**src/rtl/poly_write_buffer.sv**
```systemverilog
// Polynomial SRAM write buffer: queues sampler words in a small FIFO and drains
// them through a req/gnt port, counting commits until a full polynomial is written.
module poly_write_buffer #(
    parameter int DATA_W    = 48,
    parameter int ADDR_W    = 6,
    parameter int DEPTH     = 4,
    parameter int NUM_WORDS = 64,
    parameter int Q         = 3329
) (
    input  logic                clk,
    input  logic                rst,
    input  logic                start,
    input  logic [DATA_W-1:0]   in_sample,
    input  logic [ADDR_W-1:0]   in_addr,
    input  logic                in_valid,
    output logic                in_stall,
    output logic                sram_req,
    input  logic                sram_gnt,
    output logic                sram_we,
    output logic [ADDR_W-1:0]   sram_addr,
    output logic [DATA_W-1:0]   sram_wdata,
    output logic [ADDR_W:0]     word_count,
    output logic                poly_done,
    output logic                overflow,
    output logic                range_err
);
    localparam int PTR_W = $clog2(DEPTH);
    localparam int LANE_W = 12;
    localparam int LANES = DATA_W / LANE_W;
    localparam logic [PTR_W:0] FULL_OCC = (PTR_W+1)'(DEPTH);
    localparam logic [PTR_W:0] ONE_OCC = (PTR_W+1)'(1);
    localparam logic [ADDR_W:0] LAST_CNT = (ADDR_W+1)'(NUM_WORDS - 1);
    localparam logic [LANE_W-1:0] Q_LANE = LANE_W'(Q);

    typedef enum logic [1:0] {IDLE, ACTIVE, DONE} state_t;

    state_t state, state_next;

    logic [ADDR_W+DATA_W-1:0] mem [DEPTH];
    logic [PTR_W-1:0] wr_ptr, rd_ptr;
    logic [PTR_W:0]   occ;
    logic full, empty, push, pop, drop, last_commit, lane_bad;

    assign full  = (occ == FULL_OCC);
    assign empty = (occ == '0);
    assign pop   = sram_req && sram_gnt;
    // Full is judged on registered occupancy, so a same-cycle pop never frees a slot.
    assign push  = (state == ACTIVE) && !start && in_valid && !full;
    assign drop  = (state == ACTIVE) && !start && in_valid && full;
    assign last_commit = pop && (word_count == LAST_CNT);

    always_comb begin
        lane_bad = 1'b0;
        for (int unsigned i = 0; i < LANES; i++) begin
            if (in_sample[i*LANE_W +: LANE_W] >= Q_LANE) lane_bad = 1'b1;
        end
    end

    always_ff @(posedge clk or posedge rst) begin
        if (rst) state <= IDLE;
        else     state <= state_next;
    end

    always_comb begin
        state_next = state;
        if (start) begin
            state_next = ACTIVE;
        end else begin
            case (state)
                ACTIVE:  if (last_commit) state_next = DONE;
                default: state_next = state;
            endcase
        end
    end

    always_comb begin
        sram_req   = (state == ACTIVE) && !empty;
        sram_we    = sram_req;
        sram_addr  = '0;
        sram_wdata = '0;
        if (sram_req) begin
            sram_addr  = mem[rd_ptr][ADDR_W+DATA_W-1:DATA_W];
            sram_wdata = mem[rd_ptr][DATA_W-1:0];
        end
    end

    always_ff @(posedge clk) begin
        if (push) mem[wr_ptr] <= {in_addr, in_sample};
    end

    always_ff @(posedge clk or posedge rst) begin
        if (rst) begin
            wr_ptr     <= '0;
            rd_ptr     <= '0;
            occ        <= '0;
            word_count <= '0;
            overflow   <= 1'b0;
            range_err  <= 1'b0;
            poly_done  <= 1'b0;
            in_stall   <= 1'b0;
        end else if (start) begin
            wr_ptr     <= '0;
            rd_ptr     <= '0;
            occ        <= '0;
            word_count <= '0;
            overflow   <= 1'b0;
            range_err  <= 1'b0;
            poly_done  <= 1'b0;
            in_stall   <= 1'b0;
        end else begin
            poly_done <= (state == DONE);
            if (pop) word_count <= word_count + 1'b1;
            if (drop) overflow <= 1'b1;
            if (push && lane_bad) range_err <= 1'b1;
            if (last_commit) begin
                // Anything still queued (or arriving now) belongs to no polynomial.
                wr_ptr   <= '0;
                rd_ptr   <= '0;
                occ      <= '0;
                in_stall <= 1'b0;
                if (occ > ONE_OCC || push) overflow <= 1'b1;
            end else begin
                if (push) wr_ptr <= wr_ptr + 1'b1;
                if (pop)  rd_ptr <= rd_ptr + 1'b1;
                case ({push, pop})
                    2'b10: begin
                        occ      <= occ + 1'b1;
                        in_stall <= (occ + 1'b1 == FULL_OCC);
                    end
                    2'b01: begin
                        occ      <= occ - 1'b1;
                        in_stall <= 1'b0;
                    end
                    default: in_stall <= full;
                endcase
            end
        end
    end
endmodule
```
**config.mk**
```make
export PLATFORM = sky130hd
export DESIGN_NAME = poly_write_buffer
export DESIGN_NICKNAME = d
export VERILOG_FILES = /design/src/rtl/poly_write_buffer.sv
export SDC_FILE = /design/constraint.sdc
export NUM_CORES = 1
export LEC_CHECK = 0
export ABC_AREA = 1
export BUFFER_PORTS_ARGS = -buffer_cell sky130_fd_sc_hd__buf_2
export CAP_MARGIN = 40
export CORE_UTILIZATION = 57
export CTS_CLUSTER_DIAMETER = 60
export DETAILED_ROUTE_END_ITERATION = 16
export HOLD_SLACK_MARGIN = 0.08
export PLACE_DENSITY = 0.79
export SETUP_SLACK_MARGIN = 0.15
export SLEW_MARGIN = 20
export SYNTH_ARGS = -nofsm -noshare
export SYNTH_HDL_FRONTEND = slang
export SYNTH_SLANG_ARGS = --single-unit
```
**constraint.sdc**
```tcl
create_clock -name clk -period 6.9 [get_ports clk]
set_input_delay 0.69 -clock clk [delete_from_list [all_inputs] [get_ports clk]]
set_output_delay 0.69 -clock clk [all_outputs]
set_load 0.1 [all_outputs]
```
==> metrics.txt, run 1 <==
Period minus WS final=4.010 ns; area leader, netlist=edfxtp_1; clock insertion delay at the later pin of the skew report=0.52 ns; Core Rows=47; die height=132.6 um; actual slew at the worst max-slew pin=0.6927 ns; status=complete, no violations; critical path arrival=3.32 ns; final wirelength=20.41 mm; library cells used by synthesis=29; Non-Filler Instances=1193; Max Cap Violations=0; total track usage=0.2320; Post-synth EDFFs=216; Port Buffers=125; Final ANT Viol Nets=0; syn nets=909; Filler Cells Inserted=1206; final hold violations=0; post-place instance area=10600 sq um; first-pass GRT wire length=32.00 mm; design area=11300 sq um; die area=17590 sq um; GR Overflow Total=0; Core Util, Final=0.6790; max frequency=249.4 MHz; largest net degree at the start of global routing=65; Slew Limit Fails=0; Syn Inst Count=838; critical path peak fanout=64; setup slack, reg-to-reg=4.09 ns; #FFs+latches synth=236; Hold Crit Class=in -> reg; Seq/Total Area, Yosys=0.7184; async set-or-reset flop fraction in the synthesized netlist=0.08475; Final setup viols=0; synthesis-to-layout area growth=16.20%; share of the synthesized area in the top cell type=0.6669; Worst Hold Margin=0.3998 ns; CP endpoint kind=output port; Crit path required time=6.21 ns; H-tree levels=1; DP Cell Count=1151; RSZ-0062 raised after global routing=false; Syn Area/Cell=11.61 sq um; Reg clk slew, reported paths=0.06 ns; Final period util=0.5811; Setup TNS=0 ns; Residual DRC=0; vias=6581; DP HPWL=12.18 mm; CTS tree=built; layout cells sized above 1=0.1881; Synth top cells by count=260 x nor2_1, 216 x edfxtp_1, 117 x o21ai_0; nets=1029; initial antenna violation count=0; dominant cells by area after synthesis=edfxtp_1 67%, nor2_1 10%, o21ai_0 6.0%; drt pass-1 iters=5; clk root buf=clkbuf_16; Starting Density=0.5844; Setup Fix Bufs, Post-CTS=0; Startpoint Class=flip-flop; Setup Skew=0.01770 ns; Antenna diodes=0; clock buffer count from CTS=23; Power Density=340.3 nW/um^2; leading register cell type out of synthesis=edfxtp_1; Yosys warning count=0; Post-Syn Area=9726 sq um; VDD IR-drop max=0.3116 mV; Slew HR=0.5382; kind of critical path=reg -> out; CTS sink count=236; Leakage Power=0.004288 uW; vias in the first global route=6289; CTS Buffer Depth=3; WL per Instance=17.11 um; most common cell in the synthesized netlist=nor2_1; die extent in x=132.6 um; Iter 0 DRT Violations=532; # IOs=126; final RePlAce weighted congestion=0.7999; Core ar.=16640 sq um; Vias/cell=5.516
[power by group]
group	switching [uW]	internal [uW]
registers	31.7	1600
clock network	496	648
logic	885	187
[per-layer routing]
layer  vias up  global-route usage  wire length, um
met5         -                   0                0
met4         0             0.06450              277
met3        23             0.03257             1393
met2       246              0.3936            10170
met1      3156              0.3158             8571
li1       3156                   -                -
[per-stage QoR]
step                total power [uW]  setup slack [ns]
floorplan                       2515             2.765
global placement                2691             3.435
detailed placement              2729             3.405
CTS                             3859             2.872
global route                    3979             2.627
finish                          3846             2.890
[critical path: stages, from the launching register on]
cell and delay [ns]:
dfrtp_4 0.71, inv_2 0.59, buf_4 0.58, o21ai_0 0.18
a21oi_1 0.24, buf_2 0.47
[cell usage in the layout, fill, tap and decap left out, types with 6 or more instances in the layout]
cell type	n
edfxtp_1	216
inv_2	6
a21oi_1	67
clkbuf_16	23
buf_2	125
dfrtp_1	18
clkbuf_1	6
clkinv_1	7
buf_4	7
ha_1	12
nand2_1	40
inv_1	26
o21ai_0	117
nor2_1	256
[logic make-up (layout without fill, tap and decap cells)]
family | after synthesis | after routing | synth area share
adders and majority gates | 12 | 12 | 0.01544
xor gates and xnor gates | 4 | 4 | 0.003603
and+or+nand+nor | 322 | 322 | 0.1308
buffers and inverters | 75 | 210 | 0.03242
DFF | 236 | 236 | 0.7184
AOI/OAI and AO/OA | 189 | 189 | 0.09932
[registers in the layout, summed over array words and instances, names as in the netlist]
signal	flops
word_count	7
range_err	1
wr_ptr	2
overflow	1
rd_ptr	2
state	2
in_stall	1
poly_done	1
occ	3
mem	216
[final cells by class]
cell class,count,area [sq um],area share
Clock buffer,29,598.1,0.05292
Clock inverter,11,78.83,0.006975
Inverter,33,125.1,0.01107
Multi-Input combinational cell,527,2454,0.2171
Sequential cell,236,6992,0.6187
Tap cell,220,275.3,0.02436
Timing Repair Buffer,137,778.2,0.06887
[repair_timing]
action                                 CTS  global route
resized for setup                        0             0
hold buffers                             0             1
endpoints found under the hold margin    0             1
[worst paths after layout]
path | from | endpoint | cells past startpoint
hold / removal | in_addr[5] | mem[3][53] | 1
hold reg to reg | state[0] | poly_done | 1
min in group asynchronous | rst | poly_done | 3
setup reg to reg | occ[0] | mem[3][2] | 8
setup / recovery | rd_ptr[0] | sram_wdata[2] | 5
max in group asynchronous | rst | rd_ptr[0] | 4
Note: power is estimated with default switching activity, not from simulation.
==> inputs of run 2 (changes only) <==
Settings changed: ABC_AREA 1 to 0.
Clock period 6.9 ns to 4.2 ns, I/O delays scaled along.
==> metrics.txt, run 2 <==
status=complete, no violations; design area=11070 sq um (-2.0%); critical path peak fanout=35 (-45%); Top delay family on crit path=flip-flops; Core Rows=46 (-2.1%); initial antenna violation count=0 (unchanged); Largest stage delay, worst path=0.73 ns (+0.02 ns); Leakage Power=0.004164 uW (-2.9%); CTS Buffer Depth=3 (unchanged); VDD IR-drop max=0.7258 mV (+130%); share of the synthesized area in the top cell type=0.6834 (+0.01644); DP Cell Count=815 (-29%); synthesis-to-layout area growth=16.62%; leading register cell type out of synthesis=edfxtp_1; layout cells sized above 1=0.3701 (+0.1821); Crit path required time=3.78 ns (-2.43 ns); nets=698 (-32%); GR Overflow Total=0 (unchanged); Period minus WS final=3.088 ns; Setup TNS=0 ns (unchanged); most common cell in the synthesized netlist=edfxtp_1; met1 GRT Util=0.3170 (+0.001205); post-place instance area=10360 sq um (-2.3%); die height=131.0 um (-1.2%); Seq/Total Area, Yosys=0.7361 (+0.01771); CTS tree=built; actual slew at the worst max-slew pin=0.8085 ns (+0.1158 ns); Power Density=746.5 nW/um^2 (+120%); DP HPWL=11.70 mm (-3.9%); largest net degree at the start of global routing=41 (-37%); first-pass GRT wire length=28.81 mm (-9.9%); Max Cap Violations=0 (unchanged); slowest CP cell=dfrtp_4; Slew Limit Fails=0 (unchanged); critical path arrival=2.67 ns (-0.65 ns); Slew HR=0.4610 (-0.07719); RSZ-0062 raised after global routing=false; area leader, netlist=edfxtp_1; Non-Filler Instances=859 (-28%); clock insertion delay at the later pin of the skew report=0.50 ns (-0.02 ns); Iter 0 DRT Violations=361 (-32%); final hold violations=0 (unchanged); crit path cell chain=buf_12, mux4_2, and3_1, buf_2; die extent in x=131.0 um (-1.2%); Core ar.=16060 sq um (-3.5%); drt pass-1 iters=5 (unchanged); syn nets=559 (-39%); Regs by FF count=mem (216), word_count (7), occ (3); vias=5162 (-22%); # resized after CTS=0 (unchanged); final RePlAce weighted congestion=0.8040 (+0.51%); die area=17170 sq um (-2.4%); WL per Instance=21.62 um (+26%); commonest non-fill, non-tap cells in the layout=216 x edfxtp_1, 125 x buf_2, 57 x and3_1; Syn Area/Cell=19.45 sq um (+68%); Reg clk slew, reported paths=0.06 ns (about the same); Setup Skew=0.009053 ns (-0.008651 ns); Antenna diodes=0 (unchanged); vias in the first global route=5258 (-16%); Residual DRC=0 (unchanged); Starting Density=0.5911 (+0.006694); Final ANT Viol Nets=0 (unchanged); total track usage=0.2294 (-0.002525); max FFs per register=216 (unchanged); Synth top cells by count=216 x edfxtp_1, 57 x and3_1, 54 x mux4_2; Post-Syn Area=9492 sq um (-2.4%); #FFs+latches synth=236 (unchanged); Final setup viols=0 (unchanged); Vias/cell=6.009 (+8.9%); async set-or-reset flop fraction in the synthesized netlist=0.08475 (unchanged); dominant cells by area after synthesis=edfxtp_1 68%, mux4_2 13%, dfrtp_1 5.3%; Hold Crit Class=in -> reg; max frequency=323.9 MHz; H-tree levels=1 (unchanged); Syn Inst Count=488 (-42%); # IOs=126 (unchanged); grt peak-use layer=met2; commonest non-fill, non-tap cell in the layout=edfxtp_1; Yosys warning count=0 (unchanged); clk root buf=clkbuf_16; clock buffer count from CTS=23 (unchanged); Post-synth EDFFs=216 (unchanged); final wirelength=18.57 mm (-9.0%); met3 Usage GRT=0.03868 (+0.006114); Final period util=0.7351; CP endpoint kind=output port; CTS sink count=236 (unchanged); grt met2 use=0.3834 (-0.01012); Startpoint Class=flip-flop; Port Buffers=125 (unchanged); library cells used by synthesis=38 (+31%); kind of critical path=reg -> out; worst path bufs/invs=2 (-1); Largest Register=mem
run 2: cell types whose count changed in the layout (fill, tap and decap cells not counted), sizes merged, moves of 6 or more:
cell,before,now
a21oi,68,9
nor4,1,9
o21ai,117,3
buf,136,142
inv,33,9
nor2,263,15
and3,0,57
nand2,42,6
mux4,0,54
run 2: logic make-up after synthesis:
family                     synth area share
and+or+nand+nor                     0.07369
adders and majority gates           0.01582
buffers and inverters               0.02188
xor gates and xnor gates           0.008305
muxes                                0.1325
AOI/OAI and AO/OA                   0.01173
DFF                                  0.7361
run 2: final timing paths:
path / from / end / slack [ns] / cells past startpoint
min: in_addr[1] / mem[1][49] / 0.14 / 1
max reg2reg: occ[0] / mem[2][10] / 1.56 / 5
min reg2reg: state[0] / poly_done / 0.49 / 1
max in group asynchronous: rst / rd_ptr[0] / 3.49 / 4
max: rd_ptr[0] / sram_wdata[39] / 1.11 / 4
min in group asynchronous: rst / word_count[1] / 0.35 / 3
run 2: worst reg2reg max path, stage by stage (launching register included):
cell      delay [ns]
dfrtp_1         0.43
inv_1           0.11
ha_1            0.27
a21boi_2        0.37
and2_2          0.76
buf_4           0.39
run 2: what timing repair did:
action | in CTS | in global routing
hold buffers | 1 | 0
hold endpoints to repair | 20 | 0
setup buffers | 0 | 0
run 2: per-layer routing:
metal / up-vias / part of all wire
met1: 2692 / 0.41
met4: 0 / 0.018
met3: 31 / 0.068
met5: - / 0
li1: 2250 / -
met2: 189 / 0.50
run 2: area by class of cell:
| type | instances | area [sq um] |
|---|---|---|
| sequential | 236 | 6992 |
| fill | 1036 | 4989 |
| multi-input combinational | 214 | 2312 |
| timing repair buffer | 143 | 803.3 |
| clock buffer | 27 | 590.6 |
| tap | 216 | 270.3 |
| clock inverter | 14 | 67.56 |
| inverter | 9 | 33.78 |
run 2: metrics by stage:
step / setup slack (ns) / hold slack [ns] / utilization / total power [uW]
finish: 1.112 / 0.1422 / 0.6893 / 8264
global route: 0.9630 / 0.1305 / 0.6893 / 8553
CTS: 0.8784 / 0.1189 / 0.6867 / 8270
detailed placement: 1.357 / 0.4943 / 0.6451 / 6461
global placement: 1.451 / 0.4774 / 0.6451 / 6418
floorplan: 1.413 / 0.3838 / - / 5915
run 2: power by group:
group	switching, uW	internal (uW)
registers	93.0	2670
logic	2920	771
clock network	809	1000
